File: src/rtl/regfile_wport_arbiter_pkg.sv
// Shared register-file write-port types and constants for the write-port arbiter slice.
package regfile_wport_arbiter_pkg;

  localparam int unsigned REG_ADDR_W = 5;
  localparam int unsigned REG_DATA_W = 32;
  localparam int unsigned NUM_REGS   = 32;
  localparam int unsigned ZERO_REG   = 0;

  typedef struct packed {
    logic [REG_ADDR_W-1:0] addr;
    logic [REG_DATA_W-1:0] data;
  } wreq_t;

  function automatic logic [NUM_REGS-1:0] regOneHot(input logic [REG_ADDR_W-1:0] addr);
    regOneHot = '0;
    regOneHot[addr] = 1'b1;
  endfunction

endpackage

File: src/rtl/regfile_wq_fifo.sv
// Circular write-request buffer for the long-latency port; exposes per-slot
// addresses and validity so the arbiter can build the pending-write mask.
module regfile_wq_fifo
  import regfile_wport_arbiter_pkg::*;
#(
  parameter int unsigned DEPTH = 2,
  localparam int unsigned PTR_W = $clog2(DEPTH),
  localparam int unsigned CNT_W = PTR_W + 1
) (
  input  logic                             clk,
  input  logic                             rst,
  input  logic                             push,
  input  wreq_t                            pushReq,
  input  logic                             pop,
  output wreq_t                            headReq,
  output logic [CNT_W-1:0]                 count,
  output logic [DEPTH-1:0][REG_ADDR_W-1:0] entryAddr,
  output logic [DEPTH-1:0]                 entryValid
);

  wreq_t            mem [DEPTH];
  logic [PTR_W-1:0] wrPtr;
  logic [PTR_W-1:0] rdPtr;
  logic             doPush;
  logic             doPop;

  assign doPush  = push && (count != CNT_W'(DEPTH));
  assign doPop   = pop && (count != '0);
  assign headReq = mem[rdPtr];

  always_ff @(posedge clk) begin
    if (doPush) mem[wrPtr] <= pushReq;
  end

  always_ff @(posedge clk or posedge rst) begin
    if (rst) begin
      wrPtr <= '0;
      rdPtr <= '0;
      count <= '0;
    end else begin
      if (doPush) wrPtr <= wrPtr + PTR_W'(1);
      if (doPop)  rdPtr <= rdPtr + PTR_W'(1);
      if (doPush && !doPop)      count <= count + CNT_W'(1);
      else if (doPop && !doPush) count <= count - CNT_W'(1);
    end
  end

  // A slot is live when its distance from the read pointer (mod DEPTH) is below count.
  always_comb begin
    logic [PTR_W-1:0] offset;
    offset     = '0;
    entryValid = '0;
    entryAddr  = '0;
    for (int unsigned i = 0; i < DEPTH; i++) begin
      offset        = PTR_W'(i) - rdPtr;
      entryValid[i] = ({1'b0, offset} < count);
      entryAddr[i]  = mem[i].addr;
    end
  end

endmodule

File: src/rtl/regfile_wport_arbiter.sv
// Shares the register-file write port between the writeback stage (A) and a
// FIFO-buffered long-latency unit (B), with a starvation override for B.
module regfile_wport_arbiter
  import regfile_wport_arbiter_pkg::*;
#(
  parameter int unsigned FIFO_DEPTH   = 2,
  parameter int unsigned STARVE_LIMIT = 4,
  localparam int unsigned CNT_W = $clog2(FIFO_DEPTH) + 1
) (
  input  logic                  clk,
  input  logic                  rst,
  input  logic                  a_valid,
  output logic                  a_ready,
  input  logic [REG_ADDR_W-1:0] a_addr,
  input  logic [REG_DATA_W-1:0] a_data,
  input  logic                  b_valid,
  output logic                  b_ready,
  input  logic [REG_ADDR_W-1:0] b_addr,
  input  logic [REG_DATA_W-1:0] b_data,
  output logic                  wr_en,
  output logic [REG_ADDR_W-1:0] wr_addr,
  output logic [REG_DATA_W-1:0] wr_data,
  output logic [NUM_REGS-1:0]   pending_mask,
  output logic [CNT_W-1:0]      fifo_count,
  output logic                  starve_active
);

  localparam int unsigned WAIT_W = (STARVE_LIMIT < 1) ? 1 : $clog2(STARVE_LIMIT + 1);

  wreq_t                                aReq;
  wreq_t                                bReq;
  wreq_t                                headReq;
  wreq_t                                grantReq;
  logic [FIFO_DEPTH-1:0][REG_ADDR_W-1:0] entryAddr;
  logic [FIFO_DEPTH-1:0]                entryValid;
  logic                                 fifoEmpty;
  logic                                 grantA;
  logic                                 grantB;
  logic                                 doPush;
  logic [WAIT_W-1:0]                    waitCnt;

  assign aReq = '{addr: a_addr, data: a_data};
  assign bReq = '{addr: b_addr, data: b_data};

  assign fifoEmpty     = (fifo_count == '0);
  assign starve_active = (waitCnt == WAIT_W'(STARVE_LIMIT)) && !fifoEmpty;
  assign a_ready       = !starve_active;
  assign b_ready       = (fifo_count != CNT_W'(FIFO_DEPTH));
  assign doPush        = b_valid && b_ready;

  assign grantA   = a_valid && !starve_active;
  assign grantB   = !fifoEmpty && (starve_active || !a_valid);
  assign grantReq = grantB ? headReq : aReq;

  regfile_wq_fifo #(
    .DEPTH(FIFO_DEPTH)
  ) uFifo (
    .clk       (clk),
    .rst       (rst),
    .push      (doPush),
    .pushReq   (bReq),
    .pop       (grantB),
    .headReq   (headReq),
    .count     (fifo_count),
    .entryAddr (entryAddr),
    .entryValid(entryValid)
  );

  always_ff @(posedge clk or posedge rst) begin
    if (rst) begin
      waitCnt <= '0;
    end else if (fifoEmpty || grantB) begin
      waitCnt <= '0;
    end else if (waitCnt != WAIT_W'(STARVE_LIMIT)) begin
      waitCnt <= waitCnt + WAIT_W'(1);
    end
  end

  // Writes to the zero register still complete their handshake but never strobe wr_en.
  always_ff @(posedge clk or posedge rst) begin
    if (rst) begin
      wr_en   <= 1'b0;
      wr_addr <= '0;
      wr_data <= '0;
    end else if (grantA || grantB) begin
      wr_en   <= (grantReq.addr != REG_ADDR_W'(ZERO_REG));
      wr_addr <= grantReq.addr;
      wr_data <= grantReq.data;
    end else begin
      wr_en <= 1'b0;
    end
  end

  always_comb begin
    pending_mask = '0;
    for (int unsigned i = 0; i < FIFO_DEPTH; i++) begin
      if (entryValid[i]) pending_mask = pending_mask | regOneHot(entryAddr[i]);
    end
    pending_mask[ZERO_REG] = 1'b0;
  end

endmodule
File: config.mk
export PLATFORM = sky130hd
export DESIGN_NAME = regfile_wport_arbiter
export DESIGN_NICKNAME = d
export VERILOG_FILES = /design/src/rtl/regfile_wport_arbiter_pkg.sv /design/src/rtl/regfile_wq_fifo.sv /design/src/rtl/regfile_wport_arbiter.sv
export SDC_FILE = /design/constraint.sdc
export NUM_CORES = 1
export LEC_CHECK = 0
export ABC_AREA = 1
export CORE_UTILIZATION = 47
export DETAILED_ROUTE_END_ITERATION = 12
export HOLD_SLACK_MARGIN = 0.15
export PLACE_DENSITY = 0.85
export SLEW_MARGIN = 10
export SYNTH_ARGS = -nofsm -noshare
export SYNTH_HDL_FRONTEND = slang
export SYNTH_SLANG_ARGS = --single-unit
File: constraint.sdc
create_clock -name clk -period 3.6 [get_ports clk]
set_input_delay 0.72 -clock clk [delete_from_list [all_inputs] [get_ports clk]]
set_output_delay 0.72 -clock clk [all_outputs]
set_load 0.03 [all_outputs]
# Word-level counts from Yosys, hierarchy flattened
# Memories as Yosys holds them, arrays and structs flattened.
# Index checks and enable logic that the tools add are counted.
dict set report totals {
  ff_bits 45
  ram_bits 74
  in_bits 78
  out_inout_bits 75
  mem_count 1
}
dict set report op_classes {
  add_sub_neg 7
  magnitude_cmp 6
  eq_ne 3
  n_mux 14
  n_bitwise 1
  reduce_logical 23
}
# name words width read_ports rd_ports_with_merged_regs wr line
set mem_list {}
lappend mem_list {uFifo.mem 2 37 3 0 1 regfile_wq_fifo.sv:21} ;# wreq_t mem [DEPTH];
# operator count
set op_table {}
lappend op_table {{$mux W32} 2}
lappend op_table {{$mux W37} 1}
lappend op_table {{$or A32 B32 Y32} 1}
lappend op_table {{$lt A5 B6 Y1 const B} 2}
lappend op_table {{$demux W1 S5} 2}
lappend op_table {{$ge A5 B1 Y1 const B} 2}
lappend op_table {{$logic_and A1 B1 Y1} 10}
lappend op_table {{$mux W3} 2}
lappend op_table {{$reduce_bool A2 Y1} 3}
lappend op_table {{$logic_not A1 Y1} 5}
lappend op_table {{$mux W1} 5}
lappend op_table {{$reduce_bool A5 Y1} 1}
lappend op_table {{$lt A1 B2 Y1} 2}
lappend op_table {{$mux W2} 2}
lappend op_table {{$add A3 B1 Y3 const B} 1}
lappend op_table {{$eq A3 B3 Y1 const B} 1}
lappend op_table {{$logic_or A1 B1 Y1} 3}
lappend op_table {{$ne A3 B3 Y1 const B} 1}
lappend op_table {{$add A1 B1 Y1 const B} 2}
lappend op_table {{$add A2 B1 Y2 const B} 1}
lappend op_table {{$logic_not A2 Y1} 1}
lappend op_table {{$ne A2 B2 Y1 const B} 1}
lappend op_table {{$sub A1 B1 Y1 const A} 2}
lappend op_table {{$sub A2 B1 Y2 const B} 1}

# Longest topological paths before layout
# Gate-level depths: netlist of run 1.
dict set report logic_depth {
  word_depth 9
  depth_mapped 10
  depth_no_buf 9
}

# Cells and area by module
# From an unflattened synthesis of run 1, not the netlist that was laid out.
dict set report hier_totals {
  cells_unflattened 572
  hier_area_um2 5388.9
}
# module n_inst cells_each area_each_um2 seq_area_each_um2
set modules_own_cells {}
lappend modules_own_cells {regfile_wq_fifo 1 235 3002.9 2322.2}
lappend modules_own_cells {regfile_wport_arbiter 1 337 2386.0 1026.0}

# Worst setup path after synthesis of run 1
# No wires, ideal clock.
dict set report synth_timing {
  path_type {reg-to-reg}
  start {reg uFifo.count[0]}
  end {mem uFifo.mem[1][0] (netlist name), enable pin}
  setup_time_ns 0.433
  t_arrival_ns 2.779
  slack_ns 0.389
  path_stages_with_launch 5
  period_less_slack_ns 3.211
  path_cell_list {dfrtp_1 inv_1 nand2_1 nand2_1 nor2_1}
}
dict set report synth_via {
  elab_chain_cells 5
}
# item line
set synth_lines {}
lappend synth_lines {{start: declaration} regfile_wq_fifo.sv:16} ;# output logic [CNT_W-1:0] count,
lappend synth_lines {{start signal: assignment} regfile_wq_fifo.sv:43} ;# if (doPush && !doPop) count <= count + CNT_W'(1);
lappend synth_lines {{start signal: assignment} regfile_wq_fifo.sv:44} ;# else if (doPop && !doPush) count <= count - CNT_W'(1);
lappend synth_lines {{$ne A2 B2 Y1 (*)} regfile_wport_arbiter.sv:48} ;# assign b_ready = (fifo_count != CNT_W'(FIFO_DEPTH));
lappend synth_lines {{named net b_ready} regfile_wport_arbiter.sv:17} ;# output logic b_ready,
lappend synth_lines {{$logic_and A1 B1 Y1} regfile_wport_arbiter.sv:49} ;# assign doPush = b_valid && b_ready;
lappend synth_lines {{$logic_and A1 B1 Y1 (*)} regfile_wq_fifo.sv:27} ;# assign doPush = push && (count != CNT_W'(DEPTH));
lappend synth_lines {{$mux W1 (*)} regfile_wq_fifo.sv:32} ;# if (doPush) mem[wrPtr] <= pushReq;
lappend synth_lines {{$mux W1 (not written as such) (*)} regfile_wq_fifo.sv:32}
lappend synth_lines {{end: declaration} regfile_wq_fifo.sv:21}
# The timed path passes the listed nets; every way through them passes the cells marked *.

# Final worst setup path of run 1
dict set report layout_timing {
  start {reg uFifo.count[0]}
  end {out pending_mask[8]}
}
dict set report layout_via {
  elab_chain_cells 4
}
# item line
set layout_lines {}
lappend layout_lines {{$lt A1 B2 Y1} regfile_wq_fifo.sv:56} ;# entryValid[i] = ({1'b0, offset} < count);
lappend layout_lines {{$mux W32} regfile_wport_arbiter.sv:97} ;# if (entryValid[i]) pending_mask = pending_mask | regOneHot(entryAddr[i]);
lappend layout_lines {{$or A32 B32 Y32} regfile_wport_arbiter.sv:97}
lappend layout_lines {{$mux W32 (*)} regfile_wport_arbiter.sv:97}
lappend layout_lines {{end: declaration} regfile_wport_arbiter.sv:23} ;# output logic [NUM_REGS-1:0] pending_mask,
# Every way passes the cells marked *; elsewhere a longest branch is shown, timed or not.

==> results of run 1 <==
-- placed cells by master, fill, tap and decap left out, types with 5 or more instances in the layout --
master,n
clkdlybuf4s50_1,120
nand2_1,109
o21ai_0,83
edfxtp_1,74
nor2_1,72
dfrtp_1,45
buf_4,35
o211ai_1,23
inv_1,20
clkbuf_16,16
nand3_1,14
o21ai_1,12
nor3_1,9
inv_6,5
-- power groups by stage --
stage	Clock [mW]	Combinational, mW	Sequential, mW
3_5_place_dp	0	2.45	2.19
6_report	1.77	2.46	2.18
3_3_place_gp	0	2.38	2.17
4_1_cts	1.79	2.46	2.18
2_1_floorplan	0	1.05	2.61
5_1_grt	1.84	2.66	2.22
-- worst register-to-register path, stage by stage, from the launching register on --
cell and delay (ns):
dfrtp_1 0.50, inv_1 0.14, nand2_1 0.13, nand2_1 0.19, nor2_4 0.47, buf_4 0.40
-- state kept, by name (all words and copies together), names as in the netlist --
signal,flops
uFifo.mem,74
wr_data,32
wr_addr,5
waitCnt,3
uFifo.count,2
uFifo.rdPtr,1
uFifo.wrPtr,1
wr_en,1
-- metrics by stage --
stage | instance area (µm²) | util | hold slack, ns | worst slack (ns)
6_report | 7400 | 0.704 | 0.468 | 0.634
5_1_grt | 7400 | 0.704 | 0.491 | 0.481
4_1_cts | 7400 | 0.704 | 0.476 | 0.629
3_5_place_dp | 6770 | 0.644 | 0.468 | 0.994
3_3_place_gp | 6770 | 0.644 | 0.444 | 1.07
2_1_floorplan | 5180 | - | 0.431 | 0.389
-- worst paths after layout --
check | to | slack [ns]
max in group asynchronous | wr_data[27]$_DFFE_PP0P_ | 2.21
worst min-delay path | waitCnt[0]$_DFFE_PP0P_ | 0.47
worst min register to register | waitCnt[0]$_DFFE_PP0P_ | 0.47
min in group asynchronous | wr_data[8]$_DFFE_PP0P_ | 0.76
worst max register to register | uFifo.mem[1][32]$_DFFE_PP_ | 1.43
worst max-delay path | pending_mask[8] | 0.63
-- metal layers --
layer | share of wire | global-route usage | vias to the layer above
li1 | - | - | 2062
met1 | 0.39 | 0.308 | 2121
met2 | 0.50 | 0.412 | 251
met3 | 0.085 | 0.0632 | 29
met4 | 0.020 | 0.102 | 0
met5 | 0 | 0 | -
-- logic make-up after synthesis --
| family | Yosys count | share of synthesized area |
|---|---|---|
| xor+xnor | 4 | 0.00677 |
| other cells | 1 | 0.000724 |
| flops | 119 | 0.647 |
| compound gates | 123 | 0.134 |
| simple gates | 211 | 0.165 |
| buf+inv | 47 | 0.0392 |
| fa+ha+maj | 3 | 0.00725 |
-- cell type report --
class                      count  area [µm²]
multi-input combinational    342        1640
sequential                   119        3350
timing repair buffer         158        1520
clock inverter                13         191
inverter                      24        90.1
tap                          136         170
clock buffer                  19         432
fill                         741        3110
==> metrics.cfg, run 1 <==
[power_and_ir_drop]
power.total_mw = 6.42
seqPwrFrac = 0.340
combPwrFrac = 0.384
internal-power_mw = 3.96
p_leak_nw = 2.84
power.density_nw_per_um2 = 867
ir_worst_vdd_mv = 0.640
sw_frac_of_total = 0.383
total_switching_power_mw = 2.45
p_clk_frac = 0.276

[clock_network]
cts-resized-gates = 0
cts_root_buf = clkbuf_8
cts_tree = yes
cts.path.max_buffers = 2
worstSkewPairLatency_ns = 0.51
htree_levels = 4
cts_buffers = 17
cts_hold_buf = 0
clock_sinks = 119
cts_setup_buffers = 0
clkTransAtPathRegs_ns = 0.06

[detailed_routing]
avgRoutedWirePerCell_um = 16.9
ant_nets = 0
dr_total_vias = 4463
drt_iter0_drc = 344
routed_via_density = 5.50
firstDrtPassIters = 5
drc = 0
routed_wl_mm = 13.7

[critical_path]
required_ns = 2.88
cp.arrival_ns = 2.25
critical_path.startpoint = uFifo.count[0]$_DFFE_PP0P_
r2r-start = uFifo.count[0]$_DFFE_PP0P_
slowest_stage = nor3_1
crit_chain = a21oi_2, nor3_1, nand2_1, o21ai_0, buf_12
cp.depth = 5
worst-path-buf-inv = 1
critPathMaxFanout = 7
rr_worst_depth = 5
critPathLaunchType = flop
path_delay_family = simple AND/OR/NAND/NOR gates
crit_type = reg -> out
end_kind = output port
slowest_delay_ns = 0.63

[global_routing]
antenna_found_initial = 0
grt_pass1_vias = 4451
grt_first_pass_wirelength_mm = 21.4
grt_overflow = 0
grt_max_degree = 46
grtUsageTotal = 0.248

[job]
max_cap_viol_count = 0

[timing]
tns_ns = 0
hold_viol = 0
slew_headroom = 0.333
drv_slew = 0
period_share = 0.824
layout_min_cycle_time_ns = 2.97
setup_viol = 0
rsz0062_at_grt = no
timing.fmax_mhz = 337
fin_worst_skew_ns = 0.00985
worst_pin_slew_ns = 0.998

[finish]
diodes = 0
fin_nets = 743
drive_above_1_share = 0.123
fin_cells = 811
area_growth_pct = 42.9

[logic_synthesis]
async_flop_share = 0.378
synth-main-ff-cell = edfxtp_1
syn_nets = 589
synth_top_area_frac = 0.429
yosysWarningCount = 0
synth_cells = 508
yosysUniqueCellTypes = 27
synth_area_um2 = 5180
synth_seq_cells = 119
ys_top_cells_by_count = nand2_1 (109), o21ai_0 (83), edfxtp_1 (74), nor2_1 (74), dfrtp_1 (45)
synth_edf_count = 74
synth.most_common_cell = nand2_1
ys_seq_area_frac = 0.647
ys_top_cells_by_area = edfxtp_1 (43%), dfrtp_1 (22%), o21ai_0 (8.0%)
post-synth-top-area-cell = edfxtp_1
synth_area_per_cell_um2 = 10.2

[hold_path]
min_path_cells = 1
min_path_type = reg -> reg
hold_start = waitCnt[0]$_DFFE_PP0P_

[floorplan]
die_area_um2 = 11400
start_util = 0.493
die_w_um = 107
io_pins = 153
die_h_um = 107
row_count = 37
core_um2 = 10500

[placement]
gp_congestion = 0.913
io_buffers = 151
dp_cells = 779
dp_hpwl_mm = 9.23

[run_status]
status = completed

(Power assumes the default switching activity.)
==> inputs of run 2 (changes only) <==
clock period = 3.1 ns   (was 3.6 ns; I/O delays follow)
==> run 2 against run 1 <==
Against the previous run:
- count of clock-buffer cells in the layout down 2
- critical path depth unchanged
- via count down 2.0%
- utilization rose by 0.072 points
- wire length shrank 2.9%
- critical endpoint is now pending_mask[12]
- power is 15% higher
- sequential power increased by 16%
==> metrics.cfg, run 2 (same netlist as run 1, synthesis figures left out) <==
[finish]
fillCellCount = 756  ; was 741
drive_above_1_share = 0.124  ; was 0.123
largest_reg_flops = 74  ; unchanged
top_regs = uFifo.mem (74), wr_data (32), wr_addr (5)  ; unchanged
top_register = uFifo.mem  ; unchanged
fin_cells = 811  ; unchanged
area_growth_pct = 43.0  ; was 42.9%
fin_nets = 743  ; unchanged
mostFrequentLayoutCells = clkdlybuf4s50_1 (120), nand2_1 (109), o21ai_0 (83)  ; unchanged
diodes = 0  ; unchanged
final_common_cell = clkdlybuf4s50_1  ; unchanged

[placement]
gp_congestion = 0.933  ; was 0.913
dp_hpwl_mm = 8.96  ; was 9.23 mm
dp_cells = 779  ; unchanged
io_buffers = 151  ; unchanged

[detailed_routing]
firstDrtPassIters = 5  ; unchanged
wl_met2_mm = 6.66  ; was 6.84 mm
avgRoutedWirePerCell_um = 16.4  ; was 16.9 µm
dr_total_vias = 4373  ; was 4,463
drc = 0  ; unchanged
top_layer = met4  ; unchanged
routed_wl_mm = 13.3  ; was 13.7 mm
ant_nets = 0  ; unchanged
m1WireLength_mm = 5.43  ; was 5.40 mm
routed_via_density = 5.39  ; was 5.50
drt_iter0_drc = 327  ; was 344
routed-wl-met3_mm = 1.01  ; was 1.16 mm

[timing]
setup_viol = 0  ; unchanged
slew_headroom = 0.342  ; was 0.333
period_share = 0.931
fin_worst_skew_ns = 0.00885  ; was 0.00985 ns
timing.fmax_mhz = 346
rsz0062_at_grt = no  ; unchanged
drv_slew = 0  ; unchanged
worst_pin_slew_ns = 0.986  ; was 0.998 ns
hold_viol = 0  ; unchanged
tns_ns = 0  ; unchanged
layout_min_cycle_time_ns = 2.89

[floorplan]
row_count = 37  ; unchanged
io_pins = 153  ; unchanged
die_w_um = 107  ; unchanged
die_h_um = 107  ; unchanged
start_util = 0.493  ; unchanged
core_um2 = 10500  ; unchanged
die_area_um2 = 11400  ; unchanged

[hold_path]
holdPathEnd = waitCnt[0]$_DFFE_PP0P_  ; unchanged
min_path_type = reg -> reg  ; unchanged
hold_start = waitCnt[0]$_DFFE_PP0P_  ; unchanged
min_path_cells = 1  ; unchanged

[power_and_ir_drop]
power.density_nw_per_um2 = 999  ; was 867 nW/µm²
ir_worst_vdd_mv = 0.678  ; was 0.640 mV
p_leak_nw = 2.84  ; about the same

[critical_path]
slowest_delay_ns = 0.66  ; was 0.63 ns
r2r_setup_slack_ns = 1.06  ; was 1.43 ns
crit_type = reg -> out  ; unchanged
critPathMaxFanout = 7  ; unchanged
slowest_stage = nor3_1  ; unchanged
r2r-start = uFifo.count[0]$_DFFE_PP0P_  ; unchanged
rr_worst_depth = 5  ; unchanged
critPathLaunchType = flop  ; unchanged
crit_chain = a21oi_2, nor3_1, nand2_1, o21ai_0, buf_4  ; was a21oi_2, nor3_1, nand2_1, o21ai_0, buf_12
worstReg2RegEnd = uFifo.mem[0][33]$_DFFE_PP_  ; was uFifo.mem[1][32]$_DFFE_PP_
end_kind = output port  ; unchanged
cp.arrival_ns = 2.27  ; was 2.25 ns
required_ns = 2.48  ; was 2.88 ns

[clock_network]
cts_root_buf = clkbuf_8  ; unchanged
clock_sinks = 119  ; unchanged
clkTransAtPathRegs_ns = 0.06  ; about the same
cts.path.max_buffers = 2  ; unchanged
worstSkewPairLatency_ns = 0.52  ; was 0.51 ns
cts-resized-gates = 0  ; unchanged
cts_buffers = 17  ; unchanged
cts_tree = yes  ; unchanged
cts_setup_buffers = 0  ; unchanged
htree_levels = 4  ; unchanged
cts_hold_buf = 0  ; unchanged

[global_routing]
grtUsageTotal = 0.242  ; was 0.248
grt_pass1_vias = 4273  ; was 4,451
grt_max_degree = 74  ; was 46
grt_first_pass_wirelength_mm = 20.9  ; was 21.4 mm
antenna_found_initial = 0  ; unchanged
grt_overflow = 0  ; unchanged

[job]
max_cap_viol_count = 0  ; unchanged

[run_status]
status = completed  ; unchanged

run 2: changes by cell type in the layout (fill, tap and decap cells not counted), sizes merged:
cell    before  now
inv         29   30
bufinv       4    3
clkbuf      19   17
clkinv       1    3
run 2: where the power goes:
part,leakage [nW],internal [mW],switching [mW]
registers,1.21,2.24,0.278
logic,1.35,1.05,1.85
clock network,0.287,1.24,0.743
run 2: cell type report:
cell class | count | area (µm²) | share of cell area
clock buffers | 17 | 414 | 0.0559
clock inverters | 15 | 191 | 0.0259
inverters | 24 | 90.1 | 0.0122
multi-input cells | 342 | 1640 | 0.222
flip-flops and latches | 119 | 3350 | 0.452
well taps | 136 | 170 | 0.0230
repair buffers | 158 | 1550 | 0.209
run 2: metrics by stage:
step	hold WS (ns)	total power, mW	setup slack (ns)	cell area (µm²)	util
after floorplan	0.431	4.25	0.484	5180	-
after global placement	0.444	5.32	0.833	6800	0.647
after detailed placement	0.464	5.42	0.780	6800	0.647
after CTS	0.472	7.43	0.233	7400	0.704
after global routing	0.490	7.77	0.0698	7400	0.704
final	0.471	7.40	0.212	7400	0.704
run 2: worst max-delay path, delay by kind of cell (launching register included):
kind                   cells  cell delay (ns)
and+or+nand+nor            2             0.78
buffers and inverters      1             0.19
AOI/OAI and AO/OA          2             0.29
DFF                        1             0.49
run 2: how the worst max path moves through the flow:
| stage | slack (ns) | from | end |
|---|---|---|---|
| after floorplan | 0.48 | uFifo.count[0]$_DFFE_PP0P_ | uFifo.mem[1][0]$_DFFE_PP_ |
| after global placement | 0.83 | b_valid | uFifo.mem[0][8]$_DFFE_PP_ |
| after detailed placement | 0.78 | b_valid | uFifo.mem[0][8]$_DFFE_PP_ |
| after CTS | 0.23 | uFifo.count[0]$_DFFE_PP0P_ | pending_mask[12] |
| after global routing | 0.07 | uFifo.count[0]$_DFFE_PP0P_ | pending_mask[1] |
| final | 0.21 | uFifo.count[0]$_DFFE_PP0P_ | pending_mask[12] |
run 2: per-layer routing:
layer  up-vias  GRT usage
met4         0     0.0910
met1      2077      0.303
met2       212      0.400
li1       2063          -
met5         -          0
met3        21     0.0687
==> inputs of run 3 (changes only) <==
--- a/config.mk
+++ b/config.mk
@@ -8,6 +8,8 @@
 export ABC_AREA = 1
-export CORE_UTILIZATION = 47
+export CORE_UTILIZATION = 53
+export CTS_CLUSTER_SIZE = 24
 export DETAILED_ROUTE_END_ITERATION = 12
+export DONT_BUFFER_PORTS = 1
 export HOLD_SLACK_MARGIN = 0.15
-export PLACE_DENSITY = 0.85
+export PLACE_DENSITY = 0.73
 export SLEW_MARGIN = 10
==> constraint.sdc (replaced) <==
create_clock -name clk -period 3.1 [get_ports clk]
set_input_delay 0.93 -clock clk [delete_from_list [all_inputs] [get_ports clk]]
set_output_delay 0.93 -clock clk [all_outputs]
set_load 0.03 [all_outputs]
==> run 3 against run 2 <==
Against the previous run:
- worst setup slack got worse by 0.019 ns
- cell area fell by 17%
- clock skew is 0.0037 ns higher
- combinational power shrank 40%
- global-route usage rose by 0.27 points
- via count decreased by 12%
- sequential share of layout area rose by 9.5 points
- power decreased by 12%
- first-iteration DRC count down 40%
- non-clock buffer count shrank 114
- highest routed layer unchanged
==> metrics.cfg, run 3 (same netlist as run 1, synthesis figures left out) <==
[timing]
slew_headroom = 0.339  ; was 0.342
layout_min_cycle_time_ns = 2.91  ; was 2.89 ns
tns_ns = 0  ; unchanged
period_share = 0.938  ; was 0.931
setup_viol = 0  ; unchanged
setup_slack_ns = 0.193  ; was 0.212 ns
timing.fmax_mhz = 344  ; was 346 MHz
rsz0062_at_grt = yes  ; was no
hold_viol = 0  ; unchanged
drv_slew = 0  ; unchanged
worst_pin_slew_ns = 0.990  ; was 0.986 ns
fin_worst_skew_ns = 0.0126  ; was 0.00885 ns

[clock_network]
worstSkewPairLatency_ns = 0.51  ; was 0.52 ns
clock_sinks = 119  ; unchanged
cts_hold_buf = 0  ; unchanged
cts_root_buf = clkbuf_8  ; unchanged
cts_buffers = 17  ; unchanged
clkTransAtPathRegs_ns = 0.05  ; was 0.06 ns
htree_levels = 4  ; unchanged
cts.path.max_buffers = 2  ; unchanged
cts_tree = yes  ; unchanged

[finish]
largest_reg_flops = 74  ; unchanged
final_common_cell = nand2_1  ; was clkdlybuf4s50_1
final_area_um2 = 6120  ; was 7400 µm²
diodes = 0  ; unchanged
top_register = uFifo.mem  ; unchanged
top_regs = uFifo.mem (74), wr_data (32), wr_addr (5)  ; unchanged
drive_above_1_share = 0.159  ; was 0.124
fin_nets = 629  ; was 743
mostFrequentLayoutCells = nand2_1 (109), o21ai_0 (83), edfxtp_1 (74)  ; was clkdlybuf4s50_1 (120), nand2_1 (109), o21ai_0 (83)
utilization = 0.653  ; was 0.704
area_growth_pct = 18.3  ; was 43.0%

[detailed_routing]
ant_nets = 0  ; unchanged
firstDrtPassIters = 5  ; unchanged
drt_iter0_drc = 196  ; was 327
routed_wl_mm = 11.7  ; was 13.3 mm
routed_via_density = 5.55  ; was 5.39
dr_total_vias = 3831  ; was 4,373
avgRoutedWirePerCell_um = 17.0  ; was 16.4 µm
drc = 0  ; unchanged

[critical_path]
cp.arrival_ns = 1.98  ; was 2.27 ns
slowest_delay_ns = 0.39  ; was 0.66 ns
critPathLaunchType = flop  ; unchanged
crit_chain = inv_1, o21ai_2, nand3_1, o21ai_0, buf_4  ; was a21oi_2, nor3_1, nand2_1, o21ai_0, buf_4
end_kind = output port  ; unchanged
r2r-start = uFifo.count[0]$_DFFE_PP0P_  ; unchanged
rr_worst_depth = 5  ; unchanged
crit_type = reg -> out  ; unchanged
worstReg2RegEnd = uFifo.mem[0][20]$_DFFE_PP_  ; was uFifo.mem[0][33]$_DFFE_PP_
r2r_setup_slack_ns = 0.93  ; was 1.06 ns
critPathMaxFanout = 8  ; was 7
required_ns = 2.17  ; was 2.48 ns
slowest_stage = dfrtp_1  ; was nor3_1

[hold_path]
min_path_type = reg -> reg  ; unchanged
min_path_cells = 1  ; unchanged
holdPathEnd = waitCnt[0]$_DFFE_PP0P_  ; unchanged
hold_start = waitCnt[0]$_DFFE_PP0P_  ; unchanged

[floorplan]
die_h_um = 101  ; was 107 µm
row_count = 35  ; was 37
core_um2 = 9370  ; was 10,500 µm²
die_w_um = 101  ; was 107 µm
start_util = 0.552  ; was 0.493
die_area_um2 = 10200  ; was 11,400 µm²
io_pins = 153  ; unchanged

[global_routing]
grt_overflow = 0  ; unchanged
grt_first_pass_wirelength_mm = 18.6  ; was 20.9 mm
grt_max_degree = 46  ; was 74
antenna_found_initial = 0  ; unchanged
grt_pass1_vias = 3812  ; was 4,273
grtUsageTotal = 0.245  ; was 0.242

[power_and_ir_drop]
power.density_nw_per_um2 = 1060  ; was 999 nW/µm²
power.total_mw = 6.50  ; was 7.40 mW
p_leak_nw = 2.36  ; was 2.84 nW
ir_worst_vdd_mv = 0.558  ; was 0.678 mV

[job]
max_cap_viol_count = 0  ; unchanged

[placement]
dp_hpwl_mm = 7.72  ; was 8.96 mm
place_ws_ns = 0.701  ; was 0.780 ns
gp_congestion = 0.864  ; was 0.933
place_area_um2 = 5580  ; was 6800 µm²
io_buffers = 0  ; was 151

[run_status]
status = completed  ; unchanged

-- run 3: changes by cell type in the layout (fill, tap and decap cells not counted) --
cell and change:
nand3_1 -1, nand3_2 +1, clkbuf_16 +1, bufinv_16 -3, inv_6 -6, clkbuf_1 +2, buf_12 -4, inv_4 +1
buf_4 +10, clkinv_2 +4, clkbuf_8 +1, clkdlybuf4s50_1 -120
-- run 3: layout make-up --
type	instances	area, µm²
sequential	119	3350
timing repair buffer	44	343
clock inverter	11	75.1
tap	129	161
clock buffer	21	460
fill	760	3250
multi-input combinational	342	1650
inverter	24	90.1
-- run 3: what timing repair did --
action                     CTS  global route
resized for setup            0             1
setup endpoints to repair    0             1
buffers inserted             0             0
-- run 3: report_power, final --
part | total (mW) | internal [mW] | switching [mW]
Combinational | 1.73 | 0.521 | 1.21
Sequential | 3.03 | 2.24 | 0.796
Clock | 1.74 | 1.05 | 0.689
-- run 3: worst max-delay path: cells and delay by family, from the launching register on --
kind / cells / cell delay [ns]
AOI/OAI and AO/OA: 2 / 0.51
DFF: 1 / 0.39
and+or+nand+nor: 1 / 0.29
buffers and inverters: 2 / 0.30
-- run 3: layer usage --
layer	routed length, µm	part of all wire	GRT usage
met5	0	0	0
met3	993	0.085	0.0902
met1	4850	0.41	0.296
met2	5770	0.49	0.405
met4	129	0.011	0.0858
-- run 3: through the flow --
step | hold slack, ns | cells
2_1_floorplan | 0.431 | 508
3_3_place_gp | 0.443 | 658
3_5_place_dp | 0.458 | 658
4_1_cts | 0.465 | 690
5_1_grt | 0.479 | 690
6_report | 0.462 | 690
-- run 3: worst max path at each step --
stage                                from                to  slack [ns]  cells past startpoint
3_3_place_gp      uFifo.rdPtr$_DFFE_PP0P_   pending_mask[3]        0.87                      6
4_1_cts        uFifo.count[0]$_DFFE_PP0P_   pending_mask[6]        0.17                      5
3_5_place_dp   uFifo.count[0]$_DFFE_PP0P_   pending_mask[6]        0.70                      5
6_report       uFifo.count[0]$_DFFE_PP0P_  pending_mask[21]        0.19                      5
5_1_grt        uFifo.count[0]$_DFFE_PP0P_   pending_mask[3]      -0.008                      5
2_1_floorplan  uFifo.count[0]$_DFFE_PP0P_  pending_mask[30]        0.30                      4
